[src/rtl/neuro_pkg.sv]
// Shared constants and types for the neuro accelerator blocks.
package neuro_pkg;

    localparam int DATA_W = 8;
    localparam int ADDR_W = 8;

    localparam logic [7:0] END_OF_PROGRAM = 8'hFF;

    typedef enum logic [1:0] {
        IDLE,
        STREAM,
        FINISH
    } state_t;

endpackage

[src/rtl/result_fifo.sv]
// Synchronous FIFO with full/empty/count status and a combinational head.
module result_fifo #(
    parameter int WIDTH = 8,
    parameter int DEPTH = 2
) (
    input  logic                     clk,
    input  logic                     reset,
    input  logic                     wr_en,
    input  logic [WIDTH-1:0]         wr_data,
    input  logic                     rd_en,
    output logic [WIDTH-1:0]         rd_data,
    output logic                     full,
    output logic                     empty,
    output logic [$clog2(DEPTH):0]   count
);

    localparam int PTR_W = $clog2(DEPTH);

    logic [WIDTH-1:0] mem [DEPTH];
    logic [PTR_W-1:0] wr_ptr;
    logic [PTR_W-1:0] rd_ptr;
    logic [PTR_W:0]   count_q;
    logic             do_wr;
    logic             do_rd;

    assign do_wr = wr_en && !full;
    assign do_rd = rd_en && !empty;

    // NOTE: sequential state uses non-blocking assignments so every register samples pre-edge values.
    always_ff @(posedge clk) begin
        if (reset) begin
            wr_ptr  <= '0;
            rd_ptr  <= '0;
            count_q <= '0;
        end else begin
            if (do_wr) wr_ptr <= wr_ptr + 1'b1;
            if (do_rd) rd_ptr <= rd_ptr + 1'b1;
            case ({do_wr, do_rd})
                2'b10:   count_q <= count_q + 1'b1;
                2'b01:   count_q <= count_q - 1'b1;
                default: ;
            endcase
        end
    end

    // NOTE: storage has no reset; the pointers and count alone define which entries are valid.
    always_ff @(posedge clk) begin
        if (do_wr) mem[wr_ptr] <= wr_data;
    end

    assign rd_data = mem[rd_ptr];
    assign full    = (count_q == (PTR_W + 1)'(DEPTH));
    assign empty   = (count_q == '0);
    assign count   = count_q;

endmodule

[src/rtl/result_unloader.sv]
// Streams the accelerator's result words from neuron RAM to the host as bytes.
// Optional argmax tracking is enabled with `define RESULT_UNLOADER_ARGMAX_EN.
module result_unloader #(
    parameter int DATA_W     = neuro_pkg::DATA_W,
    parameter int ADDR_W     = neuro_pkg::ADDR_W,
    parameter int FIFO_DEPTH = 2
) (
    input  logic              clk,
    input  logic              reset,
    input  logic              acc_finished,
    input  logic [ADDR_W-1:0] result_base_address,
    input  logic [ADDR_W-1:0] result_word_count,
    output logic              ram_rd_en,
    output logic [ADDR_W-1:0] ram_rd_addr,
    input  logic [DATA_W-1:0] ram_rd_data,
    output logic              out_valid,
    output logic [DATA_W-1:0] out_data,
    output logic              out_last,
    input  logic              out_ready,
    output logic              busy,
    output logic              done
`ifdef RESULT_UNLOADER_ARGMAX_EN
    ,
    output logic [ADDR_W-1:0] argmax_idx,
    output logic              argmax_valid
`endif
);

    import neuro_pkg::*;

    localparam int CNT_W = $clog2(FIFO_DEPTH) + 1;
    localparam int OCC_W = CNT_W + 1;

    state_t            state;
    state_t            next_state;
    logic              prev_fin;
    logic              trigger;
    logic [ADDR_W-1:0] rd_ptr;
    logic [ADDR_W-1:0] remaining_rd;
    logic [ADDR_W-1:0] remaining_out;
    logic              rd_pending;
    logic              handshake;
    logic              has_space;
    logic [OCC_W-1:0]  occupancy;
    logic [DATA_W-1:0] fifo_head;
    logic              fifo_full;
    logic              fifo_empty;
    logic [CNT_W-1:0]  fifo_count;

    assign trigger   = acc_finished && !prev_fin && (state == IDLE);
    assign handshake = out_valid && out_ready;

    // A read still in flight already owns a FIFO slot.
    assign occupancy = {1'b0, fifo_count} + {{CNT_W{1'b0}}, rd_pending};
    assign has_space = !fifo_full && (occupancy < OCC_W'(FIFO_DEPTH));

    assign out_valid   = !fifo_empty;
    assign out_data    = out_valid ? fifo_head : '0;
    assign out_last    = out_valid && (remaining_out == ADDR_W'(1));
    assign ram_rd_addr = rd_ptr;

    always_ff @(posedge clk) begin
        if (reset) state <= IDLE;
        else       state <= next_state;
    end

    // NOTE: every output of this block is defaulted first, so no path leaves a latch behind.
    always_comb begin
        next_state = state;
        ram_rd_en  = 1'b0;
        busy       = 1'b0;
        done       = 1'b0;
        case (state)
            IDLE: begin
                if (trigger) next_state = (result_word_count == '0) ? FINISH : STREAM;
            end
            STREAM: begin
                busy      = 1'b1;
                ram_rd_en = (remaining_rd != '0) && has_space;
                if (handshake && remaining_out == ADDR_W'(1)) next_state = FINISH;
            end
            FINISH: begin
                done       = 1'b1;
                next_state = IDLE;
            end
            default: next_state = IDLE;
        endcase
    end

    always_ff @(posedge clk) begin
        if (reset) begin
            prev_fin      <= 1'b0;
            rd_ptr        <= '0;
            remaining_rd  <= '0;
            remaining_out <= '0;
            rd_pending    <= 1'b0;
        end else begin
            prev_fin   <= acc_finished;
            rd_pending <= ram_rd_en;
            if (trigger) begin
                rd_ptr        <= result_base_address;
                remaining_rd  <= result_word_count;
                remaining_out <= result_word_count;
            end else begin
                if (ram_rd_en) begin
                    rd_ptr       <= rd_ptr + 1'b1;
                    remaining_rd <= remaining_rd - 1'b1;
                end
                if (handshake) remaining_out <= remaining_out - 1'b1;
            end
        end
    end

    // Clearing rd_pending on reset drops any RAM data still returning.
    result_fifo #(
        .WIDTH (DATA_W),
        .DEPTH (FIFO_DEPTH)
    ) u_fifo (
        .clk     (clk),
        .reset   (reset),
        .wr_en   (rd_pending),
        .wr_data (ram_rd_data),
        .rd_en   (handshake),
        .rd_data (fifo_head),
        .full    (fifo_full),
        .empty   (fifo_empty),
        .count   (fifo_count)
    );

`ifdef RESULT_UNLOADER_ARGMAX_EN
    logic signed [DATA_W-1:0] best_val;
    logic        [ADDR_W-1:0] beat_idx;

    // Strictly greater keeps the lowest index on ties.
    always_ff @(posedge clk) begin
        if (reset) begin
            argmax_idx <= '0;
            best_val   <= '0;
            beat_idx   <= '0;
        end else if (trigger) begin
            argmax_idx <= '0;
            beat_idx   <= '0;
        end else if (handshake) begin
            beat_idx <= beat_idx + 1'b1;
            if (beat_idx == '0 || $signed(out_data) > best_val) begin
                best_val   <= out_data;
                argmax_idx <= beat_idx;
            end
        end
    end

    assign argmax_valid = done;
`endif

endmodule

[config.mk]
export PLATFORM = sky130hd
export DESIGN_NAME = result_unloader
export DESIGN_NICKNAME = d
export VERILOG_FILES = /design/src/rtl/neuro_pkg.sv /design/src/rtl/result_fifo.sv /design/src/rtl/result_unloader.sv
export SDC_FILE = /design/constraint.sdc
export NUM_CORES = 1
export LEC_CHECK = 0
export ABC_AREA = 1
export BUFFER_PORTS_ARGS = -buffer_cell sky130_fd_sc_hd__clkbuf_2
export CORE_MARGIN = 2
export CORE_UTILIZATION = 59
export DETAILED_ROUTE_END_ITERATION = 10
export PLACE_DENSITY = 0.84
export SLEW_MARGIN = 15
export SYNTH_ARGS = -nofsm -noshare
export SYNTH_HDL_FRONTEND = slang
export SYNTH_SLANG_ARGS = --single-unit
[constraint.sdc]
create_clock -name clk -period 3.5 [get_ports clk]
set_clock_uncertainty 0.15 [all_clocks]
set_input_delay 0.7 -clock clk [delete_from_list [all_inputs] [get_ports clk]]
set_output_delay 0.7 -clock clk [all_outputs]
set_load 0.02 [all_outputs]
# --- Word-level counts from Yosys, hierarchy flattened ---
# Memories as Yosys holds them, arrays and structs flattened. A register that Yosys moved wholly into a read port is not among the register bits.
# Index checks and enable logic that the tools add are counted.
totals:
  in_bits: 28
  n_memories: 1
  ramBits: 16
  elab_cells: 66
  register_bits: 32
  out_inout_bits: 21
classes:
  add_sub_neg: 8
  n_reduce_logical: 20
  magnitude_cmp: 1
  n_mux: 19
  eq_ne: 8
mem_list:
  columns: ["memory", "words", "word_bits", "read_ports", "rd_ports_with_merged_regs", "wr", "line_no", "source"]
  rows:
  - ["u_fifo.mem", 2, 8, 1, 1, 1, "result_fifo.sv:19", "logic [WIDTH-1:0] mem [DEPTH];"]
ops:
  columns: ["cell", "count"]
  rows:
  - ["$mux W8", 7]
  - ["$sub A8 B1 Y8 const B", 2]
  - ["$logic_and A1 B1 Y1", 9]
  - ["$add A8 B1 Y8 const B", 1]
  - ["$eq A8 B1 Y1 const B", 1]
  - ["$logic_not A8 Y1", 1]
  - ["$pmux W2 S2", 2]
  - ["$reduce_bool A8 Y1", 1]
  - ["$mux W1", 7]
  - ["$eq A2 B2 Y1 const B", 3]
  - ["$mux W2", 3]
  - ["$reduce_bool A2 Y1", 3]
  - ["$eq A2 B1 Y1 const B", 2]
  - ["$logic_not A2 Y1", 2]
  - ["$ne A2 B2 Y1 const B", 2]
  - ["$add A2 B1 Y3", 1]
  - ["$logic_not A1 Y1", 3]
  - ["$lt A3 B2 Y1 const B", 1]
  - ["$add A1 B1 Y1 const B", 2]
  - ["$add A2 B1 Y2 const B", 1]
  - ["$reduce_and A2 Y1", 1]
  - ["$sub A2 B1 Y2 const B", 1]

# --- Depth between registers and ports, before layout ---
# Gate-level depths: netlist (run 1).
depth:
  word_depth: 7
  mapped_depth: 10
  ltp_nobuf: 10

# --- Cells and area by module ---
# Synthesis (run 1) repeated with hierarchy kept, for this count alone.
hier_totals:
  cells_unflattened: 365
  hier_area_um2: 2730.1
modules_own_cells:
  columns: ["module", "cells_per_inst", "seq_area_each_um2", "area_per_inst_um2", "n_inst"]
  rows:
  - ["result_unloader", 300, 560.5, 1881.8, 1]
  - ["result_fifo", 65, 580.6, 848.3, 1]

# --- Worst setup path after synthesis (run 1) ---
# OpenSTA, ideal clock, no wires.
synth_path:
  kind: "register -> output"
  from: "register remaining_rd[0]"
  to: "output ram_rd_en"
  required_ps: 2650
  t_arrival_ps: 1086
  path_slack_ps: 1564
  stages_incl_launch_ff: 6
  n_path_buf: 0
  path_cell_list: "dfxtp_1 > inv_1 > ha_1 > nand2_1 > nor2_1 > nor2_2"
synth_between:
  elab_chain_cells: 3
synth_rtl:
  columns: ["item", "line_no", "source"]
  rows:
  - ["start, declared", "result_unloader.sv:39", "logic [ADDR_W-1:0] remaining_rd;"]
  - ["start signal, assigned", "result_unloader.sv:102", "remaining_rd <= result_word_count;"]
  - ["start signal, assigned", "result_unloader.sv:107", "remaining_rd <= remaining_rd - 1'b1;"]
  - ["$reduce_bool A8 Y1", "result_unloader.sv:79", "ram_rd_en = (remaining_rd != '0) && has_space;"]
  - ["$logic_and A1 B1 Y1", "result_unloader.sv:79", null]
  - ["$mux W1", "result_unloader.sv:73", "case (state)"]
  - ["end, declared", "result_unloader.sv:13", "output logic ram_rd_en,"]
# Every way passes these cells.

# --- Worst setup path in the final report (run 1) ---
# Same ends and word-level chain as after synthesis.

==> results of run 1 <==
## cell type report
type / instances / area, um2
Timing Repair Buffer: 48 / 240.2
Fill cell: 403 / 1366
Clock inverter: 3 / 21.27
Multi-Input combinational cell: 256 / 1232
Clock buffer: 5 / 68.82
Tap cell: 52 / 65.06
Inverter: 41 / 158.9
Sequential cell: 49 / 1141
## power by group through the flow
stage	Sequential, uW	Combinational [uW]	Clock (uW)
after CTS	712	545	340
after global placement	721	528	0
after floorplan	724	408	0
final	713	545	336
after global routing	720	617	359
after detailed placement	724	542	0
## critical path: cells and delay by family (launching register included)
family	cells	cell delay, ps
simple gates	3	460
fa+ha+maj	1	220
buf+inv	2	350
flops	1	360
## registers in the layout, summed over array words and instances (netlist names), named ones only
register / cells
state: 2
rd_pending: 1
u_fifo.mem: 16
u_fifo.wr_ptr: 1
prev_fin: 1
ram_rd_addr: 8
remaining_out: 8
remaining_rd: 8
u_fifo.rd_ptr: 1
u_fifo.count: 2
## worst paths after layout
path	start	end	slack [ps]	depth (start not counted)
worst max-delay path	remaining_rd[0]$_SDFFE_PP0P_	ram_rd_en	950	6
worst min-delay path	u_fifo.rd_ptr$_SDFFE_PP0P_	flip-flop	320	1
worst max register to register	u_fifo.count[0]$_SDFFE_PP0P_	u_fifo.count[1]$_SDFFE_PP0P_	1240	7
worst min register to register	u_fifo.rd_ptr$_SDFFE_PP0P_	flip-flop	320	1
## Yosys cell counts, types with 2 or more instances
cell type / number
sky130_fd_sc_hd__dfxtp_1: 33
sky130_fd_sc_hd__buf_4: 2
sky130_fd_sc_hd__nand2_1: 99
sky130_fd_sc_hd__ha_1: 6
sky130_fd_sc_hd__or2_2: 3
sky130_fd_sc_hd__nand4_1: 2
sky130_fd_sc_hd__nor2_2: 5
sky130_fd_sc_hd__nor2_4: 2
sky130_fd_sc_hd__edfxtp_1: 16
sky130_fd_sc_hd__inv_2: 3
sky130_fd_sc_hd__nand2_2: 2
sky130_fd_sc_hd__a21oi_1: 29
sky130_fd_sc_hd__nand3_1: 26
sky130_fd_sc_hd__nand3b_1: 3
sky130_fd_sc_hd__inv_1: 37
sky130_fd_sc_hd__nor2_1: 45
sky130_fd_sc_hd__clkbuf_1: 3
sky130_fd_sc_hd__xor2_1: 4
sky130_fd_sc_hd__o21ai_2: 3
sky130_fd_sc_hd__nor3_1: 2
sky130_fd_sc_hd__buf_2: 2
sky130_fd_sc_hd__o21ai_0: 19
## metrics by stage
| step | utilization (%) | power [uW] | cell area [um2] | worst slack (ps) |
|---|---|---|---|---|
| 6_report | 68.18 | 1594 | 2928 | 953.6 |
| 5_1_grt | 68.18 | 1696 | 2928 | 838.3 |
| 4_1_cts | 68.18 | 1598 | 2928 | 955.8 |
| 3_5_place_dp | 66.08 | 1266 | 2838 | 1284 |
| 3_3_place_gp | 66.08 | 1249 | 2838 | 1313 |
| 2_1_floorplan | - | 1131 | 2580 | 1564 |
## per-layer routing
layer	wire (um)	share of wire [%]	track usage, %
met5	0	0	0
met2	2803	49	42.54
met3	337	5.9	3.752
met1	2517	44	29.28
met4	79	1.4	8.974
## kinds of logic after synthesis
| logic type | Yosys count | synth area share (%) |
|---|---|---|
| adders and majority gates | 6 | 2.910 |
| DFF | 49 | 44.23 |
| and+or+nand+nor | 190 | 31.47 |
| xor gates and xnor gates | 5 | 1.697 |
| buffers and inverters | 49 | 8.002 |
| AOI/OAI and AO/OA | 55 | 11.69 |
==> impl.org, run 1 <==
** Status
- Run status :: finished, final reports clean

** STA
- Share of the clock period used by the worst path :: between 70% and 80%
- Worst hold margin :: 317.3 ps
- The number of max-slew violations in the final report came to 0.
- Transition time of the tightest slew-check pin :: 783.1 ps
- Achievable Freq :: slightly below 0.4 GHz
- RSZ-0062 raised after global routing :: no
- The number of endpoints with negative hold slack in the final report came to 0.
- Setup violations remaining at the end of the flow were counted as 0.
- Final setup TNS :: 0 ps
- Headroom to the max-slew limit came out at approximately 48%.
- The worst path in the final design needs a cycle of about 2500 ps, including I/O delays and setup.

** Pwr
- Flop pwr share :: 44.7%
- Leakage power :: ~0.0014 uW
- Dividing total power by cell area gives a power density of 544.3 mW/mm2.
- Per report_power, the clock group accounts for a little over a fifth of the total.
- Logic pwr share :: about a third
- Net load switching power :: approximately 610 uW
- Net switching is 38.47% of the power.
- Internal power contribution :: 980.7 uW
- Peak supply drop :: 298.5 uV

** Clock network
- Buffers inserted during clock tree synthesis total 5.
- No sink is reached through more buffers than the 2 on the longest clock path.
- Clock insertion delay at the later pin of the skew report :: ~300 ps
- Clock-pin slew was measured on the worst setup and hold paths at approximately 90 ps.
- Number of buffers inserted by post-CTS setup repair :: 0
- TritonCTS clock tree :: built
- Counting every sink on the clock net gives around 50.
- In this run the clock root is driven by a sky130_fd_sc_hd__clkbuf_8.
- Number of gates resized after CTS :: 0
- The H-tree was split into 2 levels.
- CTS Hold Bufs :: 0

** Worst setup path
- The critical path is of the reg2out type.
- For the worst setup path, the data required time is between 2000 and 3000 ps.
- The worst setup path is captured at a primary output.
- Critical Path AT :: between 1500 and 2000 ps
- The worst setup path is launched from a flip-flop.
- The signal on the critical path passes through inv_1 > ha_1 > nand2_1 > nor2_1 > nor2_2 > clkbuf_2.
- Crit path max fanout :: 7
- Worst path max stage delay :: 360 ps
- The slowest stage of the critical path belongs to the cell sky130_fd_sc_hd__dfxtp_1.

** Logic synthesis
- Yosys mapped a number of flops with a built-in enable equal to 16.
- FFs w/ async S/R, synth :: 0%
- For this run, the leading register cell type out of synthesis is sky130_fd_sc_hd__dfxtp_1.
- Summed over its instances, the top area cell type makes up around a quarter of the synthesized netlist area.
- The largest total area in the synthesized netlist belongs to sky130_fd_sc_hd__dfxtp_1.
- Total nets after synthesis :: about 390
- Total of flip-flops plus latches after synthesis :: 49
- Mean post-synth cell area :: between 7 and 8 um2
- Ranked by total cell area, the synthesized netlist is headed by sky130_fd_sc_hd__dfxtp_1, sky130_fd_sc_hd__edfxtp_1, sky130_fd_sc_hd__nand2_1, sky130_fd_sc_hd__nor2_1, sky130_fd_sc_hd__a21oi_1.
- Summing the sequential cell areas from Yosys gives between 40 and 50% of the chip area.
- After synthesis the cells add up to around 0.0026 mm2.
- Syn Inst Count :: around 350
- Synth warn :: 0
- The number of different library cells used by synthesis comes to 30.

** Die
- The core region is ~0.0043 mm2.
- Area of the die :: 0.004918 mm2
- Row Count :: 24
- Initial core utilization :: 60.08%
- From left edge to right edge, the die measures about 70 um.
- Height of the die :: 70.13 um
- 49 I/O pins were placed.

** Route
- Using the TritonRoute via totals, the vias-per-cell ratio works out to 5.291.
- Post-detailed-route count of antenna-violating nets :: 0
- Dividing the detail-routed wire length by the instance count gives approximately 13 um.
- Number of detailed-routing iterations run before antenna repair :: 4
- After detailed routing, the number of remaining DRC violations is 0.
- For this block, the initial DRC count from the detailed router was between 100 and 150.
- Drt total wl :: 5.738 mm
- Total number of vias :: around 2400

** GRT
- Entering global routing, the biggest net connects 22 pins.
- The first global-routing pass estimated ~9.5 mm of wire.
- Number of global-route vias before repair :: around 2200
- Global-route total usage across every layer :: between 20% and 30%
- After global routing the overflow that remains totals 0.
- Antenna violations before repair :: 0

** Min path
- Min-delay worst type :: reg2reg

** Cells and area
- Diodes inserted :: 0
- Most common library cell in the layout ignoring fill and taps :: sky130_fd_sc_hd__nand2_1
- Top library cells by usage in the layout, fill and taps aside :: sky130_fd_sc_hd__nand2_1, sky130_fd_sc_hd__clkbuf_2, sky130_fd_sc_hd__nor2_1
- Number of nets in the layout :: 435
- Excluding fillers, the count of instances in the completed layout stands at roughly 450.
- Proportion of layout cells with a drive suffix above 1 :: approximately a fifth
- From synthesis to final layout, the design area changed by 13.48%.

** Placement
- Routability-driven placement finished with a final weighted congestion of around 0.92.
- During placement, the flow inserted port buffers numbering 48.
- Half-perimeter wire length of the detailed placement result :: between 4 and 5 mm
- Placed cell count :: about 450

** Run
- Number of max-cap violations :: 0
No activity file was read; power rests on OpenSTA's default activity.
==> run 2: changes to the inputs <==
Settings changed: CORE_UTILIZATION 59 to 50, PLACE_DENSITY 0.84 to 0.76.
Clock period 3.5 ns to 2.1 ns, I/O delays scaled along.
==> impl.org, run 2 (synthesis gave the netlist of run 1 again) <==
** Cells and area
- Largest register FFs :: 16
- Number of fillers in the final layout :: 470
- The register with the most flip-flops in the final layout is u_fifo.mem.
- The area growth from synthesis to layout is 19.69%.
- Area used by multi-input combinational logic :: ~0.0012 mm2
- 0 antenna diodes ended up in the layout.
- The post-route netlist has a little over a fifth of its cells at a drive strength greater than 1.
- Number of nets in the layout :: roughly 450
- Area used by sequential logic in the layout :: ~0.0011 mm2
- Top library cells by usage in the layout, fill and taps aside :: sky130_fd_sc_hd__nand2_1, sky130_fd_sc_hd__clkbuf_2, sky130_fd_sc_hd__nor2_1
- Cells fill between 60 and 70% of the core in the end.
- After routing the design area is approximately 0.003 mm2.
- Count of non-filler cells in the finished layout :: about 480
- Leaving out fill and tap cells, the most frequent cell in the layout is sky130_fd_sc_hd__nand2_1.

** GRT
- Antenna violations before repair :: 0
- Pin count of the biggest net entering global routing :: 17
- Summed over all layers, the global routing overflow is 0.
- Number of global-route vias before repair :: roughly 2000
- Global-route total usage across every layer :: between 20% and 30%
- Global-route wire length before repair :: 9.004 mm

** STA
- Final setup TNS :: 0 ps
- Setup repair after global routing left no endpoint under its margin.
- In the finished design, the share of the clock period the worst path needs comes to 94.88%.
- Setup violations remaining at the end of the flow were counted as 0.
- Time the final worst path needs with I/O delays and setup :: between 1500 and 2000 ps
- Worst hold margin :: approximately 150 ps
- At the pin with the least slew margin, the transition time is approximately 360 ps.
- Achievable Freq :: 0.5019 GHz
- The number of endpoints with negative hold slack in the final report is 0.
- Max transition margin :: ~76%
- Number of max-slew violations in the final report :: 0

** Clock network
- After clock tree synthesis, the clock-pin slew on the worst setup and hold paths is 90 ps.
- Number of levels the H-tree was split into :: 2
- CTS sink cnt :: just under 50
- TritonCTS clock tree :: built
- Clock tree synthesis selected as its root buffer the cell sky130_fd_sc_hd__clkbuf_8.
- The number of setup buffers added after CTS is 0.
- Inserted Clock Buffers :: 5
- The later pin in the worst-skew pair is clocked with a latency of approximately 300 ps.
- No sink is reached through more buffers than the 2 on the longest clock path.

** Route
- In this run the remaining antenna-violating nets after routing total 0.
- Drt total wl :: ~5.8 mm
- Avg Vias per Cell :: between 4 and 5
- Number of detailed-routing iterations run before antenna repair :: 4
- Routed wire per std cell :: 12.07 um
- Summing over every cut layer, the via total after detailed routing is about 2400.
- In the routed design, unresolved DRC markers number 0.
- Count of routing violations after the opening detailed-route iteration :: approximately 160

** Worst setup path
- For the worst setup path, the data required time is 1530 ps.
- Among cell families on the critical path, the largest total delay comes from flip-flops.
- For this design, the slowest cell found on the critical path is sky130_fd_sc_hd__dfxtp_1.
- Worst path cell trace :: inv_1 > ha_1 > nand2_2 > nor2_1 > nor2_2 > buf_4
- STA classifies the critical path startpoint as a flip-flop.
- Type of element capturing the critical path :: primary output
- WP buf/inv :: 2
- For the worst setup path, the data arrival time is ~1400 ps.
- Worst path max stage delay :: between 300 and 400 ps
- Crit Path Class :: reg2out
- Crit path max fanout :: 6

** Die
- Initial core utilization :: approximately 50%
- In this run the standard cell core region covers 0.005042 mm2.
- The floorplan step set the die width to ~76 um.
- Area of the die :: around 0.0058 mm2
- The floorplan step set the die height to approximately 76 um.
- Pin placement for this block handled 49 I/O pins.
- The floorplan has 26 rows.

** Pwr
- Peak supply drop :: around 540 uV
- Pwr Density :: 950.1 mW/mm2
- For this design the static power due to leakage is 0.001474 uW.

** Min path
- Min-delay worst type :: in2reg

** Placement
- Half-perimeter wire length of the detailed placement result :: between 4 and 5 mm
- Count of buffers inserted at the top-level ports :: 48
- Placed cell area :: 0.002935 mm2
- After detailed placement, the design holds a cell count of 474.
- At the end of routability-driven placement, the weighted congestion stood at 0.9222.

** Status
- Run status :: finished, final reports clean

** Run
- Number of max-cap violations :: 0
run 2: changes by cell type in the layout (fill, tap and decap cells not counted), sizes merged:
cell / delta
clkinv: -1
buf: +11
bufinv: +2
clkbuf: -1
clkinvlp: -1
run 2: path summary, 6_finish.rpt:
kind,to,slack (ps),start,cells after the start
worst min register to register,flip-flop,330,u_fifo.rd_ptr$_SDFFE_PP0P_,1
worst min-delay path,u_fifo.mem[1][1]$_DFFE_PP_,150,ram_rd_data[1],1
worst max register to register,u_fifo.count[1]$_SDFFE_PP0P_,300,u_fifo.count[1]$_SDFFE_PP0P_,7
worst max-delay path,ram_rd_en,110,remaining_rd[0]$_SDFFE_PP0P_,6
run 2: per-stage QoR:
step / worst slack, ps / power [uW]
finish: 107.6 / 2934
global route: 10.21 / 3131
CTS: 29.35 / 2937
detailed placement: -18.34 / 2135
global placement: 54.66 / 2110
floorplan: 395.6 / 1885
run 2: worst register-to-register path, delay by kind of cell (launching register included):
kind / cells / cell delay [ps]
AO/OA/AOI/OAI: 4 / 460
AND/OR/NAND/NOR: 2 / 390
flip-flops: 1 / 340
adder cells (fa/ha/maj): 1 / 340
run 2: layout make-up:
class / count / share of cell area [%]
Clock buffer: 5 / 2.229
Clock inverter: 3 / 2.229
Inverter: 41 / 5.146
Multi-Input combinational cell: 256 / 40.32
Sequential cell: 49 / 36.95
Tap cell: 70 / 2.836
Timing Repair Buffer: 58 / 10.29
run 2: where the power goes:
part / total (uW) / switching (uW) / leakage (uW) / internal, uW
Clock: 800 / 321 / 0.0000687 / 479
Combinational: 950 / 601 / 0.000990 / 349
Sequential: 1180 / 103 / 0.000416 / 1080
run 2: metal layers:
| metal | track usage [%] | wire [um] | share of wire (%) | up-vias |
|---|---|---|---|---|
| li1 | - | - | - | 1253 |
| met5 | 0 | 0 | 0 | - |
| met3 | 4.233 | 383 | 6.6 | 4 |
| met4 | 5.653 | 56 | 0.96 | 0 |
| met1 | 26.50 | 2582 | 44 | 1075 |
| met2 | 35.34 | 2796 | 48 | 75 |
run 2: what timing repair did:
action                                  in CTS  in global routing
hold buffers                                 0                  0
cloned                                       0                  0
hold endpoints to repair                     0                  0
resized for setup                            1                  5
pin swaps                                    0                  0
endpoints found under the setup margin       2                  3
==> run 3: changes to the inputs <==
Settings changed: CORE_UTILIZATION 50 to 30, PLACE_DENSITY 0.76 to 0.48.
Clock period 2.1 ns to 2.57 ns, I/O delays scaled along.
==> impl.org, run 3 (synthesis gave the netlist of run 1 again) <==
** Worst setup path
- The worst register-to-register path ends at u_fifo.count[1]$_SDFFE_PP0P_.
- For flop-to-flop paths, the worst setup slack is 340 ps.
- On the worst path, the slowest cell contributes a delay of between 600 and 700 ps.
- Critical Path AT :: between 1500 and 2000 ps
- The worst setup path is of the reg2out kind.
- Reg-to-Reg Start :: u_fifo.count[0]$_SDFFE_PP0P_
- Largest delay share family, worst path :: simple AND/OR/NAND/NOR gates
- The slowest stage of the critical path belongs to the cell sky130_fd_sc_hd__nor2_1.
- The worst setup path is captured at a primary output.
- Crit path max fanout :: 11
- Required time at the endpoint of the critical path :: between 1500 and 2000 ps
- Depth of the worst register-to-register path :: 7
- WP buf/inv :: 1
- Most frequent cell on the critical path :: sky130_fd_sc_hd__nor2_1
- The worst setup path is launched from a flip-flop.
- The critical path goes through nor2_1 > nor2_1 > clkbuf_2.

** STA
- Count of final setup violators :: 0
- Setup slack on the critical path of the routed design comes to between 200 and 250 ps.
- For the pin with the worst max-slew slack, the measured transition is between 800 and 900 ps.
- Final setup TNS :: 0 ps
- Max transition margin :: about 44%
- Number of max-slew violations in the final report :: 0
- Number of hold violations in the final report :: 0
- The final critical path takes up between 90% and 100% of the cycle.
- Timing would allow up to approximately 0.43 GHz.
- Setup repair after global routing left no endpoint under its margin.
- Time the final worst path needs with I/O delays and setup :: between 2000 and 2500 ps

** GRT
- Global-route total usage across every layer :: ~14%
- Antenna violations before repair :: 0
- Gr ovfl total :: 0
- The first global-routing pass estimated ~11 mm of wire.
- Pin count of the biggest net entering global routing :: 19
- Number of global-route vias before repair :: between 2000 and 2500

** Clock network
- Clock insertion delay at the later pin of the skew report :: between 300 and 400 ps
- TritonCTS clock tree :: built
- The number of gates resized after CTS was 0.
- Buffers added to address setup during post-CTS repair amount to 0.
- Clock-pin slew was measured on the worst setup and hold paths at 100 ps.
- CTS sink cnt :: 49
- Counting along the longest clock path gives a buffer depth of 2.
- Clock Tree Root :: sky130_fd_sc_hd__clkbuf_8
- The H-tree was split into 2 levels.
- Inserted Clock Buffers :: 5
- CTS Hold Bufs :: 0

** Route
- Before antenna repair, the detailed router went through 4 iterations.
- Once detail routing completed, the nets flagged for antenna violations numbered 0.
- The final layout contains routed wiring with a total length of around 6.4 mm.
- Avg Vias per Cell :: around 4.5
- Total number of vias :: roughly 2300
- In this run, the number of DRC markers left after iteration 0 of detailed routing was 73.
- After detailed routing, the number of remaining DRC violations is 0.
- Dividing the detail-routed wire length by the instance count gives ~12 um.

** Min path
- The worst hold path belongs to the class in2reg.
- Endpoint of the worst hold path :: u_fifo.mem[1][1]$_DFFE_PP_
- Hold Crit Depth :: 1
- The worst hold path begins at ram_rd_data[1].

** Die
- Core Footprint :: about 0.0083 mm2
- The die covers 0.009358 mm2.
- The floorplan has 33 rows.
- Width of the chip :: 96.74 um
- Number of top-level pins :: 49
- Height of the die :: 96.74 um
- For this configuration, the core starts out at a cell density of between 30% and 40%.

** Cells and area
- The area growth from synthesis to layout is 18.28%.
- The library cell used most frequently in the layout, excluding fill and tap cells, is sky130_fd_sc_hd__nand2_1.
- Total non-filler cell area in the finished layout :: roughly 0.0031 mm2
- Largest register FFs :: 16
- Number of fillers in the final layout :: 927
- Top library cells by usage in the layout, fill and taps aside :: sky130_fd_sc_hd__nand2_1, sky130_fd_sc_hd__clkbuf_2, sky130_fd_sc_hd__nor2_1
- Ranked by flip-flop count, first place goes to u_fifo.mem.
- Number of nets in the layout :: ~440
- The number of antenna diodes in the final layout is 0.
- Proportion of layout cells with a drive suffix above 1 :: 20.54%

** Placement
- The count of buffers added on input and output ports is 48.
- Summed over all nets, the half-perimeter wirelength after detailed placement is roughly 4.8 mm.
- Setup WS pre-CTS :: between 300 and 400 ps
- Routability congestion estimate from global placement :: just over 0.8
- Placed cell area :: between 0.002 and 0.003 mm2

** Status
- Run status :: finished, final reports clean

** Run
- Number of max-cap violations :: 0

** Pwr
- Pwr Density :: approximately 730 mW/mm2
- The worst-case IR drop observed on VDD is between 200 and 250 uV.
- In this run the static leakage power is about 0.0014 uW.
==> run 3: changes by cell type in the layout (fill, tap and decap cells not counted), sizes merged <==
cell | before | now
buf | 11 | 7
bufinv | 2 | 0
clkbuf | 52 | 53
inv | 41 | 43
==> run 3: per-layer routing <==
metal / GRT usage, % / share of wire, %
met5: 0 / 0
met4: 3.575 / 1.1
met3: 2.746 / 3.1
met2: 22.86 / 45
met1: 19.84 / 51
==> run 3: worst max path at each step <==
stage / cells after the start / endpoint / from
final: 3 / out_last / u_fifo.count[0]$_SDFFE_PP0P_
after CTS: 3 / out_last / u_fifo.count[0]$_SDFFE_PP0P_
after global routing: 3 / out_last / u_fifo.count[0]$_SDFFE_PP0P_
after detailed placement: 7 / u_fifo.count[1]$_SDFFE_PP0P_ / u_fifo.count[0]$_SDFFE_PP0P_
after global placement: 7 / u_fifo.count[1]$_SDFFE_PP0P_ / u_fifo.count[0]$_SDFFE_PP0P_
after floorplan: 5 / ram_rd_en / remaining_rd[0]$_SDFFE_PP0P_
==> run 3: stage by stage <==
step / hold WS, ps / util [%] / std cells / total power [uW]
floorplan: 275.6 / - / 354 / 1540
global placement: 289.6 / 35.80 / 506 / 1745
CTS: 231.5 / 36.95 / 514 / 2249
finish: 238.2 / 36.95 / 514 / 2230
detailed placement: 296.3 / 35.80 / 506 / 1744
global route: 224.7 / 36.95 / 514 / 2397
==> run 3: power breakdown <==
| group | total, uW | switching (uW) | internal [uW] |
|---|---|---|---|
| clock network | 505 | 302 | 203 |
| registers | 969 | 85.9 | 883 |
| logic | 756 | 489 | 268 |
| total | 2230 | 876 | 1350 |
==> run 3: cell type report <==
class,count,area (um2),share of cell area (%)
Clock buffer,5,68.82,2.255
Sequential cell,49,1141,37.39
Tap cell,105,131.4,4.305
Clock inverter,3,26.28,0.8610
Multi-Input combinational cell,256,1232,40.39
Inverter,41,158.9,5.207
Timing Repair Buffer,55,292.8,9.594
